===== src/rtl/alu_seq_arbiter_pkg.sv =====
// Shared types and constants for the two-requester ALU sequencing arbiter.
package alu_seq_pkg;

  localparam int unsigned DEFAULT_DATA_WIDTH = 8;

  localparam logic [1:0] OP_ADD = 2'b00;
  localparam logic [1:0] OP_SUB = 2'b01;
  localparam logic [1:0] OP_AND = 2'b10;
  localparam logic [1:0] OP_OR  = 2'b11;

  typedef enum logic [2:0] {
    S_IDLE,
    S_OP0,
    S_OP1,
    S_WAIT,
    S_RESP
  } state_t;

endpackage


===== src/rtl/alu_seq_arbiter_if.sv =====
// Request, response and ALU-side signal bundle for alu_seq_arbiter.
interface alu_seq_arbiter_if
  import alu_seq_pkg::*;
#(
  parameter int unsigned DATA_WIDTH = DEFAULT_DATA_WIDTH
);
  logic [1:0]              req_valid;
  logic [1:0]              req_ready;
  logic [3:0]              req_op;
  logic [2*DATA_WIDTH-1:0] req_a;
  logic [2*DATA_WIDTH-1:0] req_b;
  logic                    rsp_valid;
  logic                    rsp_ready;
  logic                    rsp_id;
  logic [DATA_WIDTH-1:0]   rsp_result;
  logic                    rsp_overflow;
  logic                    rsp_err;
  logic                    alu_opcode_valid;
  logic                    alu_opcode;
  logic [DATA_WIDTH-1:0]   alu_data;
  logic                    alu_done;
  logic [DATA_WIDTH-1:0]   alu_result;
  logic                    alu_overflow;

  modport slave (
    input  req_valid, req_op, req_a, req_b, rsp_ready,
           alu_done, alu_result, alu_overflow,
    output req_ready, rsp_valid, rsp_id, rsp_result, rsp_overflow, rsp_err,
           alu_opcode_valid, alu_opcode, alu_data
  );

  modport master (
    output req_valid, req_op, req_a, req_b, rsp_ready,
           alu_done, alu_result, alu_overflow,
    input  req_ready, rsp_valid, rsp_id, rsp_result, rsp_overflow, rsp_err,
           alu_opcode_valid, alu_opcode, alu_data
  );
endinterface


===== src/rtl/alu_seq_arbiter_rr_arbiter2.sv =====
// Two-way round-robin arbiter; the pointer names the requester that wins a tie.
module rr_arbiter2 (
  input  logic       clk,
  input  logic       reset,
  input  logic [1:0] req,
  input  logic       grant_en,
  output logic [1:0] grant,
  output logic       grant_id
);

  logic ptr;

  always_comb begin
    grant_id = req[1] & (~req[0] | ptr);
    grant    = '0;
    if (|req) grant = grant_id ? 2'b10 : 2'b01;
  end

  always_ff @(posedge clk or posedge reset) begin
    if (reset)                 ptr <= 1'b0;
    else if (grant_en && |req) ptr <= ~grant_id;
  end

endmodule


===== src/rtl/alu_seq_arbiter.sv =====
// Shares one serial-opcode ALU between two requesters with round-robin arbitration.
// Define ALU_SEQ_TIMEOUT_EN to build the WAIT-state watchdog (TIMEOUT_CYCLES).
module alu_seq_arbiter
  import alu_seq_pkg::*;
#(
  parameter int unsigned DATA_WIDTH     = DEFAULT_DATA_WIDTH,
  parameter int unsigned TIMEOUT_CYCLES = 16
) (
  input  logic             clk,
  input  logic             reset,
  alu_seq_arbiter_if.slave bus
);

  if (TIMEOUT_CYCLES == 0 || TIMEOUT_CYCLES > 255) begin : g_bad_timeout
    $error("TIMEOUT_CYCLES must be in 1..255");
  end

  state_t                state, state_nx;
  logic                  accept;
  logic                  grant_id;
  logic [1:0]            grant;
  logic                  timeout_hit;
  logic [1:0]            sel_op;
  logic [DATA_WIDTH-1:0] sel_a, sel_b;
  logic                  op_hi_q;
  logic [DATA_WIDTH-1:0] b_q;

  assign accept = (state == S_IDLE) && (|bus.req_valid) && !reset;

  rr_arbiter2 u_arb (
    .clk      (clk),
    .reset    (reset),
    .req      (bus.req_valid),
    .grant_en (accept),
    .grant    (grant),
    .grant_id (grant_id)
  );

  assign bus.req_ready = accept ? grant : '0;
  assign sel_op = grant_id ? bus.req_op[3:2] : bus.req_op[1:0];
  assign sel_a  = grant_id ? bus.req_a[2*DATA_WIDTH-1 -: DATA_WIDTH] : bus.req_a[DATA_WIDTH-1:0];
  assign sel_b  = grant_id ? bus.req_b[2*DATA_WIDTH-1 -: DATA_WIDTH] : bus.req_b[DATA_WIDTH-1:0];
  assign bus.rsp_valid = (state == S_RESP);

`ifdef ALU_SEQ_TIMEOUT_EN
  localparam logic [7:0] WAIT_LAST = 8'(TIMEOUT_CYCLES - 1);
  logic [7:0] wait_cnt;
  logic       err_q;

  // OP1 is the only way into WAIT, so clearing there clears on entry.
  always_ff @(posedge clk or posedge reset) begin
    if (reset)                 wait_cnt <= '0;
    else if (state == S_OP1)   wait_cnt <= '0;
    else if (state == S_WAIT)  wait_cnt <= wait_cnt + 8'd1;
  end

  assign timeout_hit = (state == S_WAIT) && (wait_cnt == WAIT_LAST);

  always_ff @(posedge clk or posedge reset) begin
    if (reset)                                  err_q <= 1'b0;
    else if (state == S_WAIT && bus.alu_done)   err_q <= 1'b0;
    else if (timeout_hit)                       err_q <= 1'b1;
  end

  assign bus.rsp_err = err_q;
`else
  assign timeout_hit = 1'b0;
  assign bus.rsp_err = 1'b0;
`endif

  always_ff @(posedge clk or posedge reset) begin
    if (reset) state <= S_IDLE;
    else       state <= state_nx;
  end

  always_comb begin
    state_nx = state;
    case (state)
      S_IDLE:  if (accept) state_nx = S_OP0;
      S_OP0:   state_nx = S_OP1;
      S_OP1:   state_nx = S_WAIT;
      S_WAIT:  if (bus.alu_done || timeout_hit) state_nx = S_RESP;
      S_RESP:  if (bus.rsp_ready) state_nx = S_IDLE;
      default: state_nx = S_IDLE;
    endcase
  end

  // The first beat (op[0], a) loads straight into the ALU output registers at
  // accept, so only op[1] and b need holding for the second beat.
  always_ff @(posedge clk or posedge reset) begin
    if (reset) begin
      op_hi_q              <= 1'b0;
      b_q                  <= '0;
      bus.rsp_id           <= 1'b0;
      bus.rsp_result       <= '0;
      bus.rsp_overflow     <= 1'b0;
      bus.alu_opcode_valid <= 1'b0;
      bus.alu_opcode       <= 1'b0;
      bus.alu_data         <= '0;
    end else begin
      case (state)
        S_IDLE: begin
          if (accept) begin
            op_hi_q              <= sel_op[1];
            b_q                  <= sel_b;
            bus.rsp_id           <= grant_id;
            bus.alu_opcode_valid <= 1'b1;
            bus.alu_opcode       <= sel_op[0];
            bus.alu_data         <= sel_a;
          end
        end
        S_OP0: begin
          bus.alu_opcode <= op_hi_q;
          bus.alu_data   <= b_q;
        end
        S_OP1: begin
          bus.alu_opcode_valid <= 1'b0;
          bus.alu_opcode       <= 1'b0;
          bus.alu_data         <= '0;
        end
        S_WAIT: begin
          if (bus.alu_done) begin
            bus.rsp_result   <= bus.alu_result;
            bus.rsp_overflow <= bus.alu_overflow;
          end else if (timeout_hit) begin
            bus.rsp_result   <= '0;
            bus.rsp_overflow <= 1'b0;
          end
        end
        default: ;
      endcase
    end
  end

endmodule


===== src/flat_wrapper.sv =====
// flat-port wrapper written by rule: the top's interface ports become plain ports
module alu_seq_arbiter_flat import alu_seq_pkg::*;
#(
  parameter int unsigned DATA_WIDTH     = DEFAULT_DATA_WIDTH,
  parameter int unsigned TIMEOUT_CYCLES = 16
)
  (clk, reset, bus_req_valid, bus_req_op, bus_req_a, bus_req_b, bus_rsp_ready, bus_alu_done, bus_alu_result, bus_alu_overflow, bus_req_ready, bus_rsp_valid, bus_rsp_id, bus_rsp_result, bus_rsp_overflow, bus_rsp_err, bus_alu_opcode_valid, bus_alu_opcode, bus_alu_data);
  alu_seq_arbiter_if #(.DATA_WIDTH(DATA_WIDTH)) bus_i ();
  input  logic clk;
  input  logic reset;
  input wire logic [$bits(bus_i.req_valid)-1:0] bus_req_valid;
  input wire logic [$bits(bus_i.req_op)-1:0] bus_req_op;
  input wire logic [$bits(bus_i.req_a)-1:0] bus_req_a;
  input wire logic [$bits(bus_i.req_b)-1:0] bus_req_b;
  input wire logic [$bits(bus_i.rsp_ready)-1:0] bus_rsp_ready;
  input wire logic [$bits(bus_i.alu_done)-1:0] bus_alu_done;
  input wire logic [$bits(bus_i.alu_result)-1:0] bus_alu_result;
  input wire logic [$bits(bus_i.alu_overflow)-1:0] bus_alu_overflow;
  output wire logic [$bits(bus_i.req_ready)-1:0] bus_req_ready;
  output wire logic [$bits(bus_i.rsp_valid)-1:0] bus_rsp_valid;
  output wire logic [$bits(bus_i.rsp_id)-1:0] bus_rsp_id;
  output wire logic [$bits(bus_i.rsp_result)-1:0] bus_rsp_result;
  output wire logic [$bits(bus_i.rsp_overflow)-1:0] bus_rsp_overflow;
  output wire logic [$bits(bus_i.rsp_err)-1:0] bus_rsp_err;
  output wire logic [$bits(bus_i.alu_opcode_valid)-1:0] bus_alu_opcode_valid;
  output wire logic [$bits(bus_i.alu_opcode)-1:0] bus_alu_opcode;
  output wire logic [$bits(bus_i.alu_data)-1:0] bus_alu_data;
  assign bus_i.req_valid = bus_req_valid;
  assign bus_i.req_op = bus_req_op;
  assign bus_i.req_a = bus_req_a;
  assign bus_i.req_b = bus_req_b;
  assign bus_i.rsp_ready = bus_rsp_ready;
  assign bus_i.alu_done = bus_alu_done;
  assign bus_i.alu_result = bus_alu_result;
  assign bus_i.alu_overflow = bus_alu_overflow;
  assign bus_req_ready = bus_i.req_ready;
  assign bus_rsp_valid = bus_i.rsp_valid;
  assign bus_rsp_id = bus_i.rsp_id;
  assign bus_rsp_result = bus_i.rsp_result;
  assign bus_rsp_overflow = bus_i.rsp_overflow;
  assign bus_rsp_err = bus_i.rsp_err;
  assign bus_alu_opcode_valid = bus_i.alu_opcode_valid;
  assign bus_alu_opcode = bus_i.alu_opcode;
  assign bus_alu_data = bus_i.alu_data;
  alu_seq_arbiter #(.DATA_WIDTH(DATA_WIDTH), .TIMEOUT_CYCLES(TIMEOUT_CYCLES)) u_core (.clk(clk), .reset(reset), .bus(bus_i));
endmodule

===== config.mk =====
export PLATFORM = sky130hd
export DESIGN_NAME = alu_seq_arbiter_flat
export DESIGN_NICKNAME = d
export VERILOG_FILES = /design/src/rtl/alu_seq_arbiter_pkg.sv /design/src/rtl/alu_seq_arbiter_if.sv /design/src/rtl/alu_seq_arbiter_rr_arbiter2.sv /design/src/rtl/alu_seq_arbiter.sv /design/src/flat_wrapper.sv
export SDC_FILE = /design/constraint.sdc
export NUM_CORES = 1
export LEC_CHECK = 0
export ABC_AREA = 1
export CAP_MARGIN = 20
export CORE_ASPECT_RATIO = 1.5
export CORE_MARGIN = 2
export CORE_UTILIZATION = 38
export DETAILED_ROUTE_END_ITERATION = 12
export PLACE_DENSITY_LB_ADDON = 0.05
export SLEW_MARGIN = 30
export SYNTH_ARGS = -nofsm -noshare
export SYNTH_HDL_FRONTEND = slang
export SYNTH_HIERARCHICAL = 1
export SYNTH_SLANG_ARGS = --single-unit

===== constraint.sdc =====
create_clock -name clk -period 1.2 [get_ports clk]
set_input_delay 0.18 -clock clk [delete_from_list [all_inputs] [get_ports clk]]
set_output_delay 0.18 -clock clk [all_outputs]
set_load 0.03 [all_outputs]

==> results of run 1 <==
worst max path at each step:
stage                                   endpoint                        start  cells after the start
3_5_place_dp                    bus_req_ready[0]             bus_req_valid[1]                      7
2_1_floorplan                   bus_req_ready[0]  u_core/state[2]$_DFFE_PP0P_                      6
4_1_cts                            bus_rsp_valid  u_core/state[2]$_DFFE_PP0P_                      5
5_1_grt                            bus_rsp_valid  u_core/state[0]$_DFFE_PP0P_                      4
6_report                           bus_rsp_valid  u_core/state[0]$_DFFE_PP0P_                      4
3_3_place_gp   u_core/bus.alu_opcode$_DFFE_PP0P_             bus_req_valid[1]                      9
routing by layer:
layer / vias to the layer above / share of wire / global-route usage
li1: 1014 / - / -
met5: - / 0 / 0
met1: 908 / 0.37 / 0.228
met4: 0 / 0.010 / 0.0808
met2: 55 / 0.57 / 0.403
met3: 4 / 0.048 / 0.0384
kinds of logic after synthesis:
kind of cell / synth area share
simple gates: 0.443
flops: 0.466
buf+inv: 0.0643
compound gates: 0.0240
other cells: 0.00212
critical path, stage by stage, from the launching register on:
cell	delay [ns]
dfrtp_1	0.43
buf_6	0.14
buf_6	0.11
nor3_4	0.17
buf_6	0.15
repair_timing:
| item | 4_1_cts | 5_1_grt |
|---|---|---|
| pin swaps | 40 | 31 |
| endpoints found under the setup margin | 40 | 42 |
| resized for setup | 75 | 44 |
| setup buffers | 15 | 6 |
| gates cloned | 6 | 2 |
registers in the layout (all words and copies together), names as in the netlist:
| name | flops |
|---|---|
| u_core/bus.alu_opcode_valid | 1 |
| u_core/b_q | 8 |
| u_core/bus.alu_opcode | 1 |
| u_core/bus.rsp_overflow | 1 |
| u_core/bus.rsp_id | 1 |
| u_core/bus.rsp_result | 8 |
| u_core/state | 3 |
| u_core/u_arb/ptr | 1 |
| u_core/bus.alu_data | 8 |
| u_core/op_hi_q | 1 |
where the power goes:
| part | switching, mW | internal, mW |
|---|---|---|
| Clock | 0.418 | 0.825 |
| Sequential | 0.319 | 1.61 |
| Combinational | 2.81 | 2.19 |
placed cells by master (no fill, tap or decap), types with 2 or more instances in the layout:
cell / n
clkbuf_8: 5
buf_8: 3
nand2_4: 6
buf_4: 35
inv_4: 2
buf_6: 13
nand2_2: 25
nand3_2: 10
nand2_1: 127
inv_2: 3
nand2_8: 3
clkbuf_2: 6
bufinv_16: 2
nand3_1: 7
a21boi_2: 2
clkbuf_16: 2
nand3_4: 3
nor2_4: 6
clkinvlp_4: 3
buf_12: 6
dlygate4sd2_1: 2
nor3_4: 2
dfrtp_1: 33
clkdlybuf4s50_1: 48
o21ai_2: 2
inv_1: 6
cell type report:
type                            instances  area share
Clock buffer                            5      0.0202
Multi-Input combinational cell        199       0.332
Timing Repair Buffer                  116       0.342
Timing Repair inverter                  2     0.00441
Clock inverter                          3      0.0191
Tap cell                               48      0.0176
Inverter                               14      0.0217
Sequential cell                        33       0.243
==> summary.md, run 1 <==
| Metric | Value |
|---|---|
| Status | finished, violations left |
| Failing checks | negative setup slack |
| GR Overflow Total | 0 |
| Kind of critical path | reg -> out |
| Final period util | 1.22 |
| Clock Sinks | 33 |
| Multi-input logic area | about 0.0011 mm² |
| Routed Antenna Nets | 0 |
| Ant diodes | 0 |
| Die W | ~60 µm |
| Reg area | between 800 and 900 µm² |
| R2R setup slack | -0.18 ns |
| Setup Skew | roughly 0.0053 ns |
| Cell Area, Synth | between 0.0015 and 0.002 mm² |
| Place WS | -0.439 ns |
| Final Util | 0.756 |
| Final Critical Period | 1.46 ns |
| Post-synth top area cell | dfrtp_1 |
| Max clock buf depth | 2 |
| Initial antenna violation count | 0 |
| Max-cap check violation count | 0 |
| Hold Path Class | in -> async |
| Worst r2r path cells | 9 |
| Distinct cells, synth | 19 |
| Worst-path clk slew | around 0.07 ns |
| Layout cell share with drive strength beyond 1 | 0.390 |
| Detailed-route via count | 1981 |
| Root buffer cell | clkbuf_8 |
| Post-synthesis average cell area | between 7 and 8 µm² |
| Drt drc | 0 |
| DRT Pass-1 Iters | 4 |
| Chip height | 87.6 µm |
| Gpl congestion | roughly 0.77 |
| Max-slew headroom | 0.663 |
| Final WL | ~5500 µm |
| Reg-to-reg startpoint | u_core/state[2]$_DFFE_PP0P_ |
| Reg-to-Reg End | u_core/bus.alu_data[4]$_DFFE_PP0P_ |
| Post-synth top cells | 153 x nand2_1, 33 x dfrtp_1, 19 x nand3_1 |
| Row count | 30 |
| WL per Instance | 13.0 µm |
| Final hold viol count | 0 |
| Largest net degree at the start of global routing | 33 |
| Area of the die | 0.00524 mm² |
| # port buffers | 73 |
| Net Count, Synth | ~300 |
| TritonCTS clock tree | yes |
| Core Area | between 0.004 and 0.005 mm² |
| Most frequent cell after synthesis | nand2_1 |
| Vias per cell | 4.72 |
| Maximum clock frequency | roughly 0.68 GHz |
| Setup TNS | -4.57 ns |
| Pleak | 1.75 nW |
| Pwr Total | 8.17 mW |
| Total CTS buffers | 5 |
| YS warnings | 6 |
| #FFs+latches synth | 33 |
| Max-slew violation count | 0 |
| Via count of the first global-routing pass | ~1900 |
| Area contributors post-synth | dfrtp_1 47%, nand2_1 32%, nand3_1 5.4% |
| Worst-margin pin slew | ~0.5 ns |
| Data required time of the worst path | just over 1 ns |
| Hold WS | 0.168 ns |
| Setup Viol. Count Final | 35 |
| First-pass GRT wire length | ~8400 µm |
| Yosys top cell area share | 0.466 |
| Io pins | 75 |
| P per Cell Area | ~2400 mW/mm² |
| Final std cells w/o fill | 420 |
| Filler Cell Count | 338 |
| Worst-path maximum fanout | 2 |
| Setup crit start kind | flip-flop |
| Initial core utilization | 0.393 |
| Async set-or-reset flop fraction in the synthesized netlist | 1.00 |
| Final HPWL DP | 3190 µm |
| Clk_lat worst skew | around 0.28 ns |
| Final worst slack | -0.264 ns |
| Area delta synth->final | 92.1% |
| Dpl cell area | approximately 0.0027 mm² |
| Maximum VDD drop | 1.16 mV |
| Placed cell count | between 300 and 400 |
| Hold Buf Count CTS | 0 |
| EDFF count, synth | 0 |
| Unrepaired setup endpoints after global routing | true |
| Final #Nets | roughly 420 |
| Most used flip-flop cell after synthesis | dfrtp_1 |
| Crit end category | primary output |
| Post-route cell area | 0.00340 mm² |
| Sequential fraction of the synthesis area | 0.466 |
| Iter 0 DRT Violations | 36 |
| Crit path DAT | around 1.3 ns |
| H-tree Lvls | 2 |
| Mapped Cells | approximately 250 |
| Total GRT Usage | 0.214 |
Note: power is estimated with default switching activity, not from simulation.
==> run 2: changes to the inputs <==
Settings changed: CTS_CLUSTER_DIAMETER set to 50, RECOVER_POWER set to 100.
==> run 2 against run 1 <==
  * Global-route usage unchanged
  * Final cell count did not move
  * Critical path type unchanged
  * Utilization shrank 0.78 points
  * First-iteration DRC count down 25%
  * Setup slack hardly changed
  * The flow still finishes with violations (negative setup slack)
  * Non-clock buffer count did not move
  * Cell area fell by 1.0%
  * Clock skew about the same
==> summary.md, run 2 (same netlist as run 1, synthesis figures left out) <==
| Metric | Value |
|---|---|
| Status | finished, violations left |
| Failing checks | negative setup slack |
| Maximum VDD drop | about 1.2 mV |
| Initial antenna violation count | 0 |
| Net switching power | 3.54 mW |
| Most frequent cells in the layout | 127 x nand2_1, 47 x clkdlybuf4s50_1, 33 x dfrtp_1 |
| Clk_lat worst skew | approximately 0.28 ns |
| Filler Cell Count | around 340 |
| Cell repeated most along the worst path | buf_6 |
| Gpl congestion | about 0.77 |
| Sequential share of power | 0.239 |
| Largest regs | u_core/b_q (8), u_core/bus.alu_data (8), u_core/bus.rsp_result (8) |
| Final HPWL DP | around 3200 µm |
| Final period util | 1.22 |
| Clk pwr share | 0.154 |
| Core Area | ~0.0045 mm² |
| Initial core utilization | 0.393 |
| H-tree Lvls | 2 |
| Die W | roughly 60 µm |
| Worst-path clk slew | around 0.070 ns |
| Data required time of the worst path | a little over 1 ns |
| Pleak | approximately 1.7 nW |
| Comb power frac | 0.606 |
| Max-slew headroom | 0.663 |
| Chip height | approximately 90 µm |
| Setup Viol. Count Final | 35 |
| Pwr Total | between 8 and 9 mW |
| Kind of critical path | reg -> out |
| Clock Sinks | 33 |
| Area of the die | between 0.005 and 0.006 mm² |
| Slowest stage delay, CP | 0.43 ns |
| Maximum clock frequency | roughly 0.68 GHz |
| Crit path DAT | ~1.3 ns |
| Placed cell count | around 390 |
| Area delta synth->final | 90.1% |
| Ant diodes | 0 |
| Setup Skew | 0.00540 ns |
| Final #Nets | around 420 |
| Max-slew violation count | 0 |
| Delay-heaviest family, CP | flip-flops |
| Final Util | 0.748 |
| Hold Path Class | in -> async |
| P per Cell Area | around 2400 mW/mm² |
| GR Overflow Total | 0 |
| Total GRT Usage | 0.214 |
| Worst Path Buf+Inv | 3 |
| Crit end category | primary output |
| Hold WS | ~0.25 ns |
| Layout cell share with drive strength beyond 1 | 0.390 |
| WL per Instance | about 13 µm |
| Final hold viol count | 0 |
| Max clock buf depth | 2 |
| Io pins | 75 |
| Final Critical Period | 1.46 ns |
| Routed Antenna Nets | 0 |
| Worst-path maximum fanout | 2 |
| Sw frac | 0.439 |
| # port buffers | 73 |
| Commonest non-fill, non-tap cell in the layout | nand2_1 |
| Setup crit start kind | flip-flop |
| Final std cells w/o fill | 420 |
| Largest net degree at the start of global routing | 33 |
| Critical path's slowest cell | dfrtp_1 |
| Hold Buf Count CTS | 0 |
| Detailed-route via count | just under 2000 |
| Vias per cell | around 4.7 |
| Internal | 4.52 mW |
| Drt drc | 0 |
| Root buffer cell | clkbuf_8 |
| DRT Pass-1 Iters | 4 |
| First-pass GRT wire length | around 8400 µm |
| Worst-margin pin slew | ~0.50 ns |
| Final worst slack | -0.265 ns |
| Total CTS buffers | 5 |
| Via count of the first global-routing pass | roughly 1900 |
| Place WS | -0.439 ns |
| TritonCTS clock tree | yes |
| Iter 0 DRT Violations | 27 |
| Max-cap check violation count | 0 |
| Row count | 30 |
| Final WL | ~5500 µm |
| Unrepaired setup endpoints after global routing | true |
| CP cell instances | buf_6 -> buf_6 -> nor3_4 -> buf_6 |
[run 2: worst paths after layout]
check                                                              from                                       to  slack (ns)  depth (start not counted)
worst max-delay path                        u_core/state[0]$_DFFE_PP0P_                            bus_rsp_valid       -0.26                          4
worst min-delay path                                              reset             u_core/u_arb/ptr$_DFFE_PP0P_        0.25                          2
worst max register to register              u_core/state[2]$_DFFE_PP0P_       u_core/bus.alu_data[4]$_DFFE_PP0P_       -0.18                          9
worst min register to register  u_core/bus.alu_opcode_valid$_DFFE_PP0P_  u_core/bus.alu_opcode_valid$_DFFE_PP0P_        0.47                          2
max in group asynchronous                                         reset       u_core/bus.alu_data[3]$_DFFE_PP0P_        0.27                          3
min in group clk                                       bus_req_valid[1]             u_core/u_arb/ptr$_DFFE_PP0P_        0.43                          5
[run 2: area by class of cell]
type                    instances  area, µm²  share of cell area
well taps                      48       60.1              0.0178
clock buffers                   5       68.8              0.0204
flip-flops and latches         33        826               0.245
repair inverters                2       15.0             0.00446
multi-input cells             199       1130               0.336
inverters                      14       71.3              0.0212
clock inverters                 3       65.1              0.0193
repair buffers                116       1130               0.336
[run 2: worst reg2reg max path, stage by stage (launching register included)]
cell and delay (ns):
dfrtp_1 0.43, buf_6 0.15, inv_4 0.05, buf_6 0.09, nand3_4 0.15, buf_12 0.20
nand3_2 0.06, nand2_2 0.06, nand2_2 0.06, nand2_2 0.04
[run 2: stage by stage]
| stage | setup TNS, ns | area [µm²] |
|---|---|---|
| after floorplan | -1.38 | 1810 |
| after global placement | -8.94 | 2680 |
| after detailed placement | -9.61 | 2680 |
| after CTS | -4.89 | 3210 |
| after global routing | -7.01 | 3370 |
| final | -4.57 | 3370 |
[run 2: timing repair]
| item | in CTS | in global routing |
|---|---|---|
| pin swaps | 40 | 31 |
| setup endpoints to repair | 40 | 42 |
| gates cloned | 6 | 2 |
| resized for setup | 75 | 44 |
| buffers inserted | 15 | 6 |
[run 2: metal layers]
layer,up-vias,global-route usage,routed length (µm)
met4,0,0.0808,57
met2,57,0.403,3140
met3,4,0.0384,276
met1,910,0.228,1990
met5,-,0,0
li1,1013,-,-
[run 2: power groups by stage]
| stage | clock, mW | sequential (mW) | combinational (mW) |
|---|---|---|---|
| after floorplan | 0 | 2.48 | 1.62 |
| after global placement | 0 | 1.89 | 3.52 |
| after detailed placement | 0 | 1.90 | 3.56 |
| after CTS | 1.27 | 1.90 | 4.53 |
| after global routing | 1.33 | 1.99 | 5.29 |
| final | 1.24 | 1.93 | 4.89 |
